$ cat src/rtl/dispatch_pkg.sv
// Shared widths and instruction type tags for the dispatch unit.
// Combinational definitions only; no latency or backpressure of its own.
package dispatch_pkg;
  localparam int DEF_INST_W = 78;
  localparam int DEF_DATA_W = DEF_INST_W - 2;

  localparam logic [1:0] TAG_BUBBLE  = 2'b00;
  localparam logic [1:0] TAG_COMPLEX = 2'b01;
  localparam logic [1:0] TAG_FP      = 2'b10;
  localparam logic [1:0] TAG_SIMPLE  = 2'b11;
endpackage

$ cat src/rtl/dispatch_slot_pick.sv
// Two-request priority picker over an ordered candidate list; A picks first, B takes the next free slot.
// Combinational (0 cycles); a request with no free candidate raises its full flag instead of a grant.
module dispatch_slot_pick #(
  parameter int N = 2
) (
  input  logic [N-1:0] avail_i,
  input  logic [N-1:0] excl_b_i,
  input  logic         req_a_i,
  input  logic         req_b_i,
  output logic [N-1:0] grant_a_o,
  output logic [N-1:0] grant_b_o,
  output logic         full_a_o,
  output logic         full_b_o
);
  logic [N-1:0] rem_b;
  logic         found_a;
  logic         found_b;

  // excl_b_i masks slots that A was granted through another class's picker
  always_comb begin
    grant_a_o = '0;
    grant_b_o = '0;
    found_a   = 1'b0;
    found_b   = 1'b0;
    for (int i = 0; i < N; i++) begin
      if (req_a_i && avail_i[i] && !found_a) begin
        grant_a_o[i] = 1'b1;
        found_a      = 1'b1;
      end
    end
    rem_b = avail_i & ~grant_a_o & ~excl_b_i;
    for (int i = 0; i < N; i++) begin
      if (req_b_i && rem_b[i] && !found_b) begin
        grant_b_o[i] = 1'b1;
        found_b      = 1'b1;
      end
    end
    full_a_o = req_a_i && !found_a;
    full_b_o = req_b_i && !found_b;
  end
endmodule

$ cat src/rtl/dispatch_unit.sv
// Dispatches two in-order decoded instructions into complex/simple/fp reservation-station entries.
// 1-cycle registered latency; stalls via rs_full_A/B, B never passes a stalled A. Option: DISPATCH_SIMPLE_TO_COMPLEX_EN.
module dispatch_unit
  import dispatch_pkg::*;
#(
  parameter int INST_W = DEF_INST_W,
  parameter int DATA_W = DEF_DATA_W
) (
  input  logic              clk,
  input  logic              rst_n,
  input  logic [INST_W-1:0] instA,
  input  logic [INST_W-1:0] instB,
  input  logic              complex_empty_0,
  input  logic              complex_empty_1,
  input  logic              simple_empty_0,
  input  logic              simple_empty_1,
  input  logic              fp_empty_0,
  input  logic              fp_empty_1,
  output logic [DATA_W-1:0] complex_0_data,
  output logic [DATA_W-1:0] complex_1_data,
  output logic [DATA_W-1:0] simple_0_data,
  output logic [DATA_W-1:0] simple_1_data,
  output logic [DATA_W-1:0] fp_0_data,
  output logic [DATA_W-1:0] fp_1_data,
  output logic              complex_0_valid,
  output logic              complex_1_valid,
  output logic              simple_0_valid,
  output logic              simple_1_valid,
  output logic              fp_0_valid,
  output logic              fp_1_valid,
  output logic              rs_full_A,
  output logic              rs_full_B
);
  logic [1:0]        tag_a, tag_b;
  logic [DATA_W-1:0] pay_a, pay_b;
  logic [1:0]        cx_ga, cx_gb, fp_ga, fp_gb;
  logic [3:0]        sp_ga, sp_gb, sp_avail;
  logic              cx_fa, cx_fb, sp_fa, sp_fb, fp_fa, fp_fb;
  logic              full_a, b_go;

  assign tag_a = instA[1:0];
  assign tag_b = instB[1:0];
  assign pay_a = instA[INST_W-1:2];
  assign pay_b = instB[INST_W-1:2];

  assign full_a = cx_fa | sp_fa | fp_fa;
  assign b_go   = ~full_a;

`ifdef DISPATCH_SIMPLE_TO_COMPLEX_EN
  assign sp_avail = {complex_empty_1, complex_empty_0, simple_empty_1, simple_empty_0};
`else
  assign sp_avail = {2'b00, simple_empty_1, simple_empty_0};
`endif

  // complex entries are shared with simple overflow, so each picker hides A's grant from the other
  dispatch_slot_pick #(.N(2)) u_pick_cx (
    .avail_i  ({complex_empty_1, complex_empty_0}),
    .excl_b_i (sp_ga[3:2]),
    .req_a_i  (tag_a == TAG_COMPLEX),
    .req_b_i  ((tag_b == TAG_COMPLEX) && b_go),
    .grant_a_o(cx_ga),
    .grant_b_o(cx_gb),
    .full_a_o (cx_fa),
    .full_b_o (cx_fb)
  );

  dispatch_slot_pick #(.N(4)) u_pick_sp (
    .avail_i  (sp_avail),
    .excl_b_i ({cx_ga, 2'b00}),
    .req_a_i  (tag_a == TAG_SIMPLE),
    .req_b_i  ((tag_b == TAG_SIMPLE) && b_go),
    .grant_a_o(sp_ga),
    .grant_b_o(sp_gb),
    .full_a_o (sp_fa),
    .full_b_o (sp_fb)
  );

  dispatch_slot_pick #(.N(2)) u_pick_fp (
    .avail_i  ({fp_empty_1, fp_empty_0}),
    .excl_b_i (2'b00),
    .req_a_i  (tag_a == TAG_FP),
    .req_b_i  ((tag_b == TAG_FP) && b_go),
    .grant_a_o(fp_ga),
    .grant_b_o(fp_gb),
    .full_a_o (fp_fa),
    .full_b_o (fp_fb)
  );

  // entry order: complex_0, complex_1, simple_0, simple_1, fp_0, fp_1
  logic [5:0]             hit_a, hit_b, vld_d, vld_q;
  logic [5:0][DATA_W-1:0] dat_d, dat_q;
  logic                   full_a_q, full_b_d, full_b_q;

  assign hit_a = {fp_ga, sp_ga[1:0], cx_ga | sp_ga[3:2]};
  assign hit_b = {fp_gb, sp_gb[1:0], cx_gb | sp_gb[3:2]};

  always_comb begin
    vld_d = hit_a | hit_b;
    dat_d = '0;
    for (int i = 0; i < 6; i++) begin
      if (hit_a[i]) dat_d[i] = pay_a;
      else if (hit_b[i]) dat_d[i] = pay_b;
    end
  end

  assign full_b_d = (tag_b != TAG_BUBBLE) && (full_a || cx_fb || sp_fb || fp_fb);

  always_ff @(posedge clk or negedge rst_n) begin
    if (!rst_n) begin
      vld_q    <= '0;
      dat_q    <= '0;
      full_a_q <= 1'b0;
      full_b_q <= 1'b0;
    end else begin
      vld_q    <= vld_d;
      dat_q    <= dat_d;
      full_a_q <= full_a;
      full_b_q <= full_b_d;
    end
  end

  assign complex_0_data  = dat_q[0];
  assign complex_1_data  = dat_q[1];
  assign simple_0_data   = dat_q[2];
  assign simple_1_data   = dat_q[3];
  assign fp_0_data       = dat_q[4];
  assign fp_1_data       = dat_q[5];
  assign complex_0_valid = vld_q[0];
  assign complex_1_valid = vld_q[1];
  assign simple_0_valid  = vld_q[2];
  assign simple_1_valid  = vld_q[3];
  assign fp_0_valid      = vld_q[4];
  assign fp_1_valid      = vld_q[5];
  assign rs_full_A       = full_a_q;
  assign rs_full_B       = full_b_q;
endmodule

$ cat config.mk
export PLATFORM = sky130hd
export DESIGN_NAME = dispatch_unit
export DESIGN_NICKNAME = d
export VERILOG_FILES = /design/src/rtl/dispatch_pkg.sv /design/src/rtl/dispatch_slot_pick.sv /design/src/rtl/dispatch_unit.sv
export SDC_FILE = /design/constraint.sdc
export NUM_CORES = 1
export LEC_CHECK = 0
export BUFFER_PORTS_ARGS = -buffer_cell sky130_fd_sc_hd__buf_2
export CORE_AREA = 2 2 242 244
export CTS_BUF_LIST = sky130_fd_sc_hd__clkbuf_8
export DETAILED_ROUTE_END_ITERATION = 10
export DIE_AREA = 0 0 244 246
export SLEW_MARGIN = 20
export SYNTH_ARGS = -nofsm -noshare
export SYNTH_HDL_FRONTEND = slang
export SYNTH_HIERARCHICAL = 1
export SYNTH_SLANG_ARGS = --single-unit
$ cat constraint.sdc
create_clock -name clk -period 0.95 [get_ports clk]
set_clock_uncertainty 0.2 [all_clocks]
set_input_delay 0.0475 -clock clk [delete_from_list [all_inputs] [get_ports clk]]
set_output_delay 0.0475 -clock clk [all_outputs]
set_load 0.03 [all_outputs]
* Word level (Yosys, flattened, before mapping)
Cells that the tools add are included.
** Storage, ports and cells
- Flip-flop bits (word level) :: 464
- Bits in latches :: 0
- Bits in writable memories :: 0
- Bits in read-only memories :: 0
- Input bits :: 164
- Output and inout bits :: 464
- Logic and storage cells :: 112
- Memories kept :: 0
** Cells by class
- $add $sub $neg :: 0
- $mul :: 0
- Div/mod/pow operators :: 0
- Magnitude comparators :: 0
- Equal/unequal tests :: 6
- Shifts and indexed selects :: 0
- Mux-type cells :: 34
- Bitwise gates (word level) :: 13
- Reductions and logical operators :: 50
** Operators by type and width (number)
- $mux 76 :: 12
- $logic_and 1x1->1 :: 32
- $mux 1 :: 22
- $logic_not 1->1 :: 14
- $eq 2x2->1 const B :: 4
- $or 6x6->6 :: 1
- $and 2x2->2 :: 2
- $and 2x4->4 :: 1
- $and 4x4->4 :: 1
- $eq 2x1->1 const B :: 2
- $not 2->2 :: 2
- $not 2->4 :: 1
- $not 4->4 :: 1
- $logic_or 1x1->1 :: 3
- $or 1x1->1 :: 2
- $or 2x2->2 :: 1
- $reduce_bool 2->1 :: 1
- $not 1->1 :: 1

* Longest topological paths before layout
Gate-level depths: netlist of run 1.
- Depth after elaboration :: 28
- Gate-level depth with buffers :: 12
- Depth with buffers taken out :: 10

* Hierarchy
The synthesis of run 1 kept the hierarchy.
** Modules (own cells, without submodules)
- dispatch_unit :: instances 1, cells each 1948, area an instance 18471.5 um^2, sequential area each 11611.1 um^2
- dispatch_slot_pick (u_pick_sp) :: instances 1, cells each 24, area an instance 170.2 um^2, sequential area each 0.0 um^2
- dispatch_slot_pick (u_pick_cx ...) :: instances 2, cells each 13, area an instance 83.8 um^2, sequential area each 0.0 um^2

* Worst setup path after synthesis of run 1
No wires, ideal clock.
- Kind :: input to register
- Start point :: input port instA[1]
- End point :: register dat_q, in the netlist simple_1_data[46]
- Library setup time :: 83 ps
- Arrival time :: 2089 ps
- Required time :: 667 ps
- Path slack :: -1421 ps
- Stages :: 12
- Path buffers :: 3
- Cell sequence :: and2_1 > or3b_1 > nor3_1 > nor3_1 > and3_1 > and4bb_2 > nor3_1 > clkbuf_1 > buf_2 > buf_2 > nand2_1 > o21ai_0
** RTL lines
- start, declared :: line dispatch_unit.sv:11 : input logic [INST_W-1:0] instA,
- end signal, assigned :: line dispatch_unit.sv:116 : dat_q <= dat_d;
- end, declared :: line dispatch_unit.sv:91 : logic [5:0][DATA_W-1:0] dat_d, dat_q;

==> results of run 1 <==
-- final cells by class --
cell class / instances / share of cell area [%]
flip-flops and latches: 464 / 36.49
well taps: 765 / 3.008
inverters: 80 / 0.9436
repair buffers: 1053 / 28.39
diodes: 2 / 0.01573
clock buffers: 94 / 4.065
clock inverters: 40 / 0.9672
multi-input cells: 1296 / 26.13
-- sequential cells by signal, summed over array words and instances (netlist names) --
name and flops:
rs_full_A 1, simple_1_data 76, vld_q 6, fp_1_data 76
simple_0_data 76, complex_1_data 76, fp_0_data 76, complex_0_data 76
rs_full_B 1
-- routing by layer --
metal  track usage (%)  share of wire (%)
met4             11.03                3.8
met5                 0                  0
met3             6.100                8.5
met1             35.09                 41
met2             42.80                 47
-- cells by family after synthesis --
| family | after synthesis | share of synthesized area (%) |
|---|---|---|
| flops | 464 | 61.73 |
| other cells | 1 | 0.01994 |
| buf+inv | 250 | 5.561 |
| compound gates | 617 | 18.49 |
| simple gates | 666 | 14.20 |
-- through the flow --
stage	hold WS [ns]	std cells	utilization [%]
6_report	-0.6108	3794	55.48
5_1_grt	-0.6252	3793	55.47
4_1_cts	-0.6714	3743	51.46
3_5_place_dp	-0.3054	3423	43.34
3_3_place_gp	-0.3066	3423	43.34
2_1_floorplan	-0.4481	2010	-
-- power by group through the flow --
| stage | Clock [mW] | Combinational, mW | Sequential [mW] |
|---|---|---|---|
| 2_1_floorplan | 0 | 1.57 | 22.9 |
| 3_3_place_gp | 0 | 6.67 | 21.2 |
| 3_5_place_dp | 0 | 6.75 | 21.2 |
| 4_1_cts | 18.8 | 7.78 | 20.9 |
| 5_1_grt | 19.7 | 9.17 | 21.0 |
| 6_report | 18.6 | 8.72 | 20.9 |
-- placed cells by master (no fill, tap or decap), types with 3 or more instances in the layout --
cell and instances:
buf_4 133, clkbuf_16 24, o21ai_0 169, clkinv_2 4
bufinv_16 4, nor2b_4 5, nor2_1 8, o31ai_1 75
buf_8 9, o31ai_4 34, and2_4 8, nand2_1 368
clkbuf_8 94, buf_2 539, conb_1 13, o31ai_2 43
nor3_4 3, nand2b_1 5, o21ai_1 175, nand2_2 196
a21oi_1 3, dlygate4sd3_1 155, buf_12 78, buf_6 103
dfrtp_1 464, or2_4 5, nand2_4 47, inv_1 104
o21ai_2 115, buf_16 12
-- what timing repair did --
action,4_1_cts,5_1_grt
pin swaps,4,52
gates cloned,14,31
hold endpoints to repair,923,519
setup endpoints to repair,927,936
buffers inserted,12,28
gates resized for setup,257,382
-- worst paths after layout --
kind | cells past startpoint | from | end | slack, ns
hold / removal | 6 | rst_n | fp_1_data[4] | -0.61
max in group asynchronous | 9 | rst_n | fp_1_data[25] | -0.05
min in group clk | 4 | fp_empty_1 | rs_full_A | -0.28
setup / recovery | 13 | instA[0] | simple_1_data[68] | -0.87
==> results.tsv, run 1 <==
metric	value	unit
status	finished with violations	
failing checks	hold timing, slew limit, setup timing	
# IOs	628	
delay-heaviest family, CP	simple AND/OR/NAND/NOR gates	
EDFF count, synth	0	
Clock Pin Slew Worst Setup and Hold Paths	0.06	ns
fillers	4829	
Crit path top cell by count	nor3_4	
H-tree lvl count	3	
RSZ-0062 raised after global routing	true	
Hold-fix buffers, CTS	160	
crit path cell chain	buf_8 > and2_4 > or3b_4 > nor3_4 > nor3_4 > and3_4 > and4bb_4 > nor3_4 > buf_6 > buf_12 > clkbuf_16 > nand2_2 > o21ai_1	
initial core utilization	32.79	%
dpl ws	-1.599	ns
CTS Sinks	464	
ys async rst share	100.0	%
critical path class	in -> reg	
slowest cell on the critical path	or3b_4	
initial drt markers	1804	
final max-slew violation count	158	
Detail Route Antenna Nets	0	
DR pass1 iterations	6	
Placeable Area	0.05737	sq mm
row count	88	
crit-path max FO	6	
largest net degree at the start of global routing	79	
design area	0.03182	sq mm
# setup viols final	936	
CTS tree	done	
share of cells above drive strength 1	48.93	%
kind of end point of the critical path	register	
Leak	16.14	nW
Internal	33.84	mW
DR DRC count	0	
final worst slack	-0.8711	ns
Area Growth Syn to Fin	69.19	%
Tot GR Track Use	26.75	%
post-layout min period	1.821	ns
Max VDD drop	0.001016	V
cell area after synthesis	0.01881	sq mm
Total Wirelength	89260	microns
total power	48.23	mW
cell count after synthesis	1998	
TNS Setup	-562.43	ns
Synth cell types	35	
fin nets	3141	
largest area contributor in the netlist	dfrtp_1	
Synth top cells by count	611 x nand2_1, 464 x dfrtp_1, 456 x o21ai_0	
final global-route overflow total	0	
clock share of power	38.5	%
pwr dens	1515	mW/mm^2
initial antenna violation count	3	
Seq/Total Area, Yosys	61.73	%
Register Area	0.01161	sq mm
area occupied by multi-input gates	0.008314	sq mm
Critical Path RT	1.36	ns
DP Wirelength	54120	microns
worst-margin pin slew	3.497	ns
routed length per instance	23.53	microns
Vias per Instance	5.237	
fin crit share	191.7	%
Top FF cell, synth	dfrtp_1	
Synth Warn #	6	
CP bufs+invs	4	
Die H	246	microns
logic gate share of total power	18.1	%
top post-synthesis cells by area	dfrtp_1 62%, nand2_1 12%, o21ai_0 12%	
Psw	14.39	mW
flops & latches, synth	464	
Worst Path Arrival	2.23	ns
Max Buffers Root-to-Sink	3	
vias in the first global route	19230	
Die ar.	0.06002	sq mm
Slew headroom	-133.1	%
fmax	549.1	MHz
maxcap violations	0	
area of placed instances	0.02486	sq mm
first-pass GRT wire length	121400	microns
switching part of the total power	29.83	%
startpoint types	input pin	
share of the synthesized area in the top cell type	61.73	%
most common cell in the synthesized netlist	nand2_1	
RD Place Congestion	0.9222	
Die X-Extent	244	microns
Root Driver	clkbuf_8	
Hold WC Path Type	in -> async	
TritonCTS buffer count	82	
Final Hold Viols	514	
Reg power frac	43.4	%
hold slack	-0.6108	ns
Crit path largest cell delay	0.39	ns
Avg Cell Area, Syn	9.414	sq um
IO Port Bufs	627	
routed vias	19870	
Note: power is estimated with default switching activity, not from simulation.
==> run 2, diff against run 1 <==
--- a/config.mk
+++ b/config.mk
@@ -7,7 +7,6 @@
 export LEC_CHECK = 0
 export BUFFER_PORTS_ARGS = -buffer_cell sky130_fd_sc_hd__buf_2
 export CORE_AREA = 2 2 242 244
-export CTS_BUF_LIST = sky130_fd_sc_hd__clkbuf_8
 export DETAILED_ROUTE_END_ITERATION = 10
 export DIE_AREA = 0 0 244 246
 export SLEW_MARGIN = 20
==> run 2 against run 1 <==
Net effect: largest power group unchanged; the flow still finishes with violations (hold timing, slew limit, setup timing); global-route usage fell by 0.78 points; critical path depth did not move; clock power rose by 7%; sequential power barely moved; design area fell by 7.2%; worst setup slack got worse by 0.010 ns; critical endpoint is now simple_1_data[5]; largest cell class unchanged; non-clock buffer count fell by 35.
==> results.tsv, run 2 (synthesis results as in run 1) <==
metric	value	unit	change
status	finished with violations		unchanged
failing checks	hold timing, slew limit, setup timing		unchanged
slowest cell on the critical path	or3b_4		unchanged
Worst Path Arrival	2.13	ns	was 2.23 ns
critical path class	in -> reg		unchanged
total power	48.51	mW	was 48.23 mW
initial drt markers	1483		was 1804
final global-route overflow total	0		unchanged
H-tree lvl count	2		was 3
Hold WC Path Type	in -> async		unchanged
first-pass GRT wire length	118700	microns	was 121400 microns
Clock Pin Slew Worst Setup and Hold Paths	0.06	ns	about the same
maxcap violations	0		unchanged
IO Port Bufs	627		unchanged
vias in the first global route	18910		was 19.23k
Hold-fix buffers, CTS	158		was 160
Detail Route Antenna Nets	0		unchanged
pwr dens	1642	mW/mm^2	was 1515 mW/mm^2
Critical Path RT	1.25	ns	was 1.36 ns
Placeable Area	0.05737	sq mm	unchanged
area of placed instances	0.02486	sq mm	unchanged
post-layout min period	1.831	ns	was 1.821 ns
CTS tree	done		unchanged
Die H	246	microns	unchanged
share of cells above drive strength 1	42.39	%	was 48.93%
Die ar.	0.06002	sq mm	unchanged
DP Wirelength	54120	microns	unchanged
largest net degree at the start of global routing	79		unchanged
routed vias	19100		was 19.87k
Max VDD drop	0.001198	V	was 0.001016 V
CTS Sinks	464		unchanged
TritonCTS buffer count	50		was 82
Tot GR Track Use	25.98	%	was 26.75%
Crit path top cell by count	nor3_4		unchanged
Slew headroom	-132.7	%	was -133.1%
Vias per Instance	5.145		was 5.237
Die X-Extent	244	microns	unchanged
final max-slew violation count	158		unchanged
Max Buffers Root-to-Sink	3		unchanged
Leak	15.06	nW	was 16.14 nW
Root Driver	clkbuf_16		was clkbuf_8
hold slack	-0.4097	ns	was -0.6108 ns
DR DRC count	0		unchanged
crit-path max FO	12		was 6
worst-margin pin slew	3.490	ns	was 3.497 ns
DR pass1 iterations	5		was 6
RD Place Congestion	0.9222		unchanged
initial core utilization	32.79	%	unchanged
fin nets	3074		was 3141
dpl ws	-1.599	ns	unchanged
fin crit share	192.8	%	was 191.7%
routed length per instance	22.09	microns	was 23.53 microns
RSZ-0062 raised after global routing	true		unchanged
Area Growth Syn to Fin	57.07	%	was 69.19%
fmax	546.0	MHz	was 549.1 MHz
Total Wirelength	81980	microns	was 89260 microns
# IOs	628		unchanged
most common cell after layout, fill and taps aside	buf_2		unchanged
Crit path largest cell delay	0.40	ns	was 0.39 ns
# setup viols final	927		was 936
final worst slack	-0.8814	ns	was -0.8711 ns
row count	88		unchanged
fillers	5115		was 4829
crit path cell chain	buf_8 > and2_4 > or3b_4 > nor3_4 > nor3_4 > and3_1 > and4bb_4 > nor3_4 > buf_12 > buf_4 > buf_12 > nand2_1 > o21ai_2		was buf_8 > and2_4 > or3b_4 > nor3_4 > nor3_4 > and3_4 > and4bb_4 > nor3_4 > buf_6 > buf_12 > clkbuf_16 > nand2_2 > o21ai_1
initial antenna violation count	3		unchanged
most frequent cells in the layout	625 x buf_2, 464 x dfrtp_1, 416 x nand2_1, 218 x o21ai_1, 178 x o21ai_0		was 539 x buf_2, 464 x dfrtp_1, 368 x nand2_1, 196 x nand2_2, 175 x o21ai_1
Final Hold Viols	49		was 514
startpoint types	input pin		unchanged
design area	0.02954	sq mm	was 0.03182 sq mm
kind of end point of the critical path	register		unchanged
## run 2: how the worst max path moves through the flow
stage / start / end / slack, ns / cells past startpoint
after floorplan: instA[1] / complex_1_data[45] / -1.07 / 11
after global placement: instA[1] / fp_1_data[68] / -1.53 / 13
after detailed placement: instA[0] / fp_1_data[68] / -1.60 / 12
after CTS: instA[0] / simple_1_data[48] / -0.78 / 14
after global routing: instA[1] / simple_1_data[5] / -0.98 / 13
final: instA[1] / simple_1_data[5] / -0.88 / 13
## run 2: where the power goes
group / total [mW] / internal [mW] / leakage (nW) / switching, mW
clock: 19.9 / 11.9 / 0.797 / 8.01
sequential: 20.9 / 20.6 / 6.33 / 0.311
combinational: 7.75 / 2.64 / 7.93 / 5.11
total: 48.5 / 35.1 / 15.1 / 13.4
## run 2: final cells by class
class / count / area (sq um) / share of cell area (%)
clock inverters: 17 / 266.5 / 0.9020
repair buffers: 1018 / 7756 / 26.25
diodes: 3 / 7.507 / 0.02541
clock buffers: 69 / 1364 / 4.616
multi-input cells: 1296 / 7282 / 24.65
well taps: 765 / 957.2 / 3.240
inverters: 80 / 300.3 / 1.016
flip-flops and latches: 464 / 11610 / 39.30
## run 2: routing by layer
metal / part of all wire (%) / track usage [%] / routed length (microns)
met1: 40 / 33.98 / 33100
met5: 0 / 0 / 0
met3: 8.7 / 5.828 / 7133
met4: 3.7 / 9.415 / 2999
met2: 47 / 42.35 / 38750
## run 2: timing repair
action                                 CTS  global route
cloned                                   9             8
setup endpoints to repair              927           927
resized for setup                       79           127
setup buffers                           13            18
pin swaps                               10            22
endpoints found under the hold margin  923            20
## run 2: critical path: cells and delay by family
kind	cells	cell delay [ns]
buffers and inverters	4	0.53
AOI/OAI and AO/OA	1	0.13
and+or+nand+nor	8	1.40
## run 2: through the flow
step / setup TNS [ns] / util [%] / instances
6_report: -523.62 / 51.50 / 3712
5_1_grt: -577.74 / 51.50 / 3711
4_1_cts: -802.68 / 50.27 / 3689
3_5_place_dp: -633.46 / 43.34 / 3423
3_3_place_gp: -600.23 / 43.34 / 3423
2_1_floorplan: -425.84 / - / 2010
==> run 3, diff against run 2 <==
--- a/config.mk
+++ b/config.mk
@@ -9,6 +9,7 @@
 export CORE_AREA = 2 2 242 244
 export DETAILED_ROUTE_END_ITERATION = 10
 export DIE_AREA = 0 0 244 246
+export PLACE_DENSITY = 0.67
 export SLEW_MARGIN = 20
 export SYNTH_ARGS = -nofsm -noshare
 export SYNTH_HDL_FRONTEND = slang
==> run 3 against run 2 <==
Net effect: the flow still finishes with violations (hold timing, slew limit, setup timing); cell count up 0.13%; wire length increased by 0.91%; maximum frequency down 1.6%; critical path depth down 1; highest routed layer is now met5.
==> results.tsv, run 3 (synthesis results as in run 1) <==
metric	value	unit	change
DR DRC count	0		unchanged
Placeable Area	0.05737	sq mm	unchanged
worst-margin pin slew	3.447	ns	was 3.490 ns
fin nets	3080		was 3074
crit-path max FO	9		was 12
fin crit share	195.9	%	was 192.8%
IO Port Bufs	627		unchanged
Die X-Extent	244	microns	unchanged
Slew headroom	-129.8	%	was -132.7%
met2 usage	42.56	%	was 42.35%
DP Wirelength	53000	microns	was 54120 microns
final worst slack	-0.9109	ns	was -0.8814 ns
area of placed instances	0.02485	sq mm	was 0.02486 sq mm
kind of end point of the critical path	register		unchanged
first-pass GRT wire length	118000	microns	was 118700 microns
total power	47.98	mW	was 48.51 mW
dpl ws	-1.569	ns	was -1.599 ns
RSZ-0062 raised after global routing	true		unchanged
maxcap violations	0		unchanged
TritonCTS buffer count	49		was 50
Hold WC Path Type	in -> async		unchanged
Detail Route Antenna Nets	0		unchanged
design area	0.03002	sq mm	was 0.02954 sq mm
final max-slew violation count	158		unchanged
share of cells above drive strength 1	44.99	%	was 42.39%
startpoint types	input pin		unchanged
Total Wirelength	82730	microns	was 81980 microns
routed vias	19440		was 19.10k
Die ar.	0.06002	sq mm	unchanged
CTS tree	done		unchanged
DR pass1 iterations	7		was 5
met1 usage	32.12	%	was 33.98%
vias in the first global route	19270		was 18.91k
largest net degree at the start of global routing	81		was 79
routed length per instance	22.26	microns	was 22.09 microns
initial core utilization	32.79	%	unchanged
Tot GR Track Use	25.89	%	was 25.98%
hold slack	-0.2328	ns	was -0.4097 ns
Max VDD drop	0.001343	V	was 0.001198 V
fmax	537.4	MHz	was 546.0 MHz
H-tree lvl count	2		unchanged
pwr dens	1598	mW/mm^2	was 1642 mW/mm^2
Vias per Instance	5.229		was 5.145
Clock Pin Slew Worst Setup and Hold Paths	0.06	ns	about the same
CTS Sinks	464		unchanged
# IOs	628		unchanged
Worst Path Arrival	2.14	ns	was 2.13 ns
GR Util met3	6.492	%	was 5.828%
post-layout min period	1.861	ns	was 1.831 ns
gr busiest metal	met2		unchanged
critical path class	in -> reg		unchanged
Critical Path RT	1.23	ns	was 1.25 ns
Area Growth Syn to Fin	59.58	%	was 57.07%
most frequent cells in the layout	624 x buf_2, 464 x dfrtp_1, 404 x nand2_1, 206 x o21ai_1, 187 x nand2_2		was 625 x buf_2, 464 x dfrtp_1, 416 x nand2_1, 218 x o21ai_1, 178 x o21ai_0
status	finished with violations		unchanged
RD Place Congestion	0.9192		was 0.9222
row count	88		unchanged
TNS Setup	-553.61	ns	was -523.62 ns
Hold-fix buffers, CTS	155		was 158
fillers	4869		was 5115
Root Driver	clkbuf_16		unchanged
most common cell after layout, fill and taps aside	buf_2		unchanged
Die H	246	microns	unchanged
Leak	15.23	nW	was 15.06 nW
Final Hold Viols	6		was 49
ant diodes	0		was 3
# setup viols final	1269		was 927
failing checks	hold timing, slew limit, setup timing		unchanged
initial antenna violation count	1		was 3
Max Buffers Root-to-Sink	3		unchanged
final global-route overflow total	0		unchanged
initial drt markers	1472		was 1483
==> run 3: cell count changes in the layout (fill, tap and decap cells not counted), moves of 13 or more <==
| cell | previous run | this run |
|---|---|---|
| o31ai_4 | 3 | 30 |
| o31ai_1 | 134 | 92 |
| buf_8 | 11 | 24 |
| o31ai_2 | 15 | 30 |
| buf_6 | 3 | 21 |
| clkbuf_8 | 2 | 17 |
==> run 3: stage by stage <==
stage          std cells  utilization, %
2_1_floorplan       2010               -
3_3_place_gp        3433           43.31
3_5_place_dp        3433           43.31
4_1_cts             3708           50.36
5_1_grt             3717           52.33
6_report            3717           52.33
==> run 3: critical path, cell delays in order <==
cell and delay (ns):
buf_8 0.11, nor2b_4 0.12, nor2b_4 0.12, and2b_1 0.19
nor3_4 0.23, inv_2 0.10, nor3b_4 0.22, nor4b_4 0.29
nor2_4 0.09, buf_12 0.17, clkbuf_16 0.20, o31ai_2 0.26
==> run 3: final cells by class <==
type | instances | area (sq um) | area share (%)
Multi-Input combinational cell | 1296 | 7802 | 25.99
Clock inverter | 14 | 85.08 | 0.2835
Tap cell | 765 | 957.2 | 3.189
Sequential cell | 464 | 11610 | 38.68
Clock buffer | 73 | 1529 | 5.094
Inverter | 80 | 300.3 | 1.000
Timing Repair Buffer | 1025 | 7731 | 25.76
==> run 3: what timing repair did <==
item,in CTS,in global routing
hold endpoints to repair,922,6
pin swaps,7,25
buffers inserted,22,11
cloned,11,6
resized for setup,97,235
setup endpoints to repair,927,1330
==> run 3: power by group <==
part	leakage, nW	internal [mW]	switching, mW
clock network	0.801	11.1	7.99
logic	8.09	2.71	5.29
registers	6.33	20.6	0.322
total	15.2	34.4	13.6
==> run 3: worst paths after layout <==
| check | startpoint | depth (start not counted) | to | slack (ns) |
|---|---|---|---|---|
| min | rst_n | 2 | fp_0_data[71] | -0.23 |
| max | instA[1] | 12 | complex_1_data[46] | -0.91 |
| max in group asynchronous | rst_n | 4 | fp_1_data[38] | -0.11 |
| min in group clk | simple_empty_1 | 5 | rs_full_B | -0.07 |
==> run 3: routing by layer <==
layer / routed length (microns) / share of wire [%]
met3: 7919 / 9.6
met5: 13 / 0.016
met1: 31360 / 38
met2: 39560 / 48
met4: 3875 / 4.7
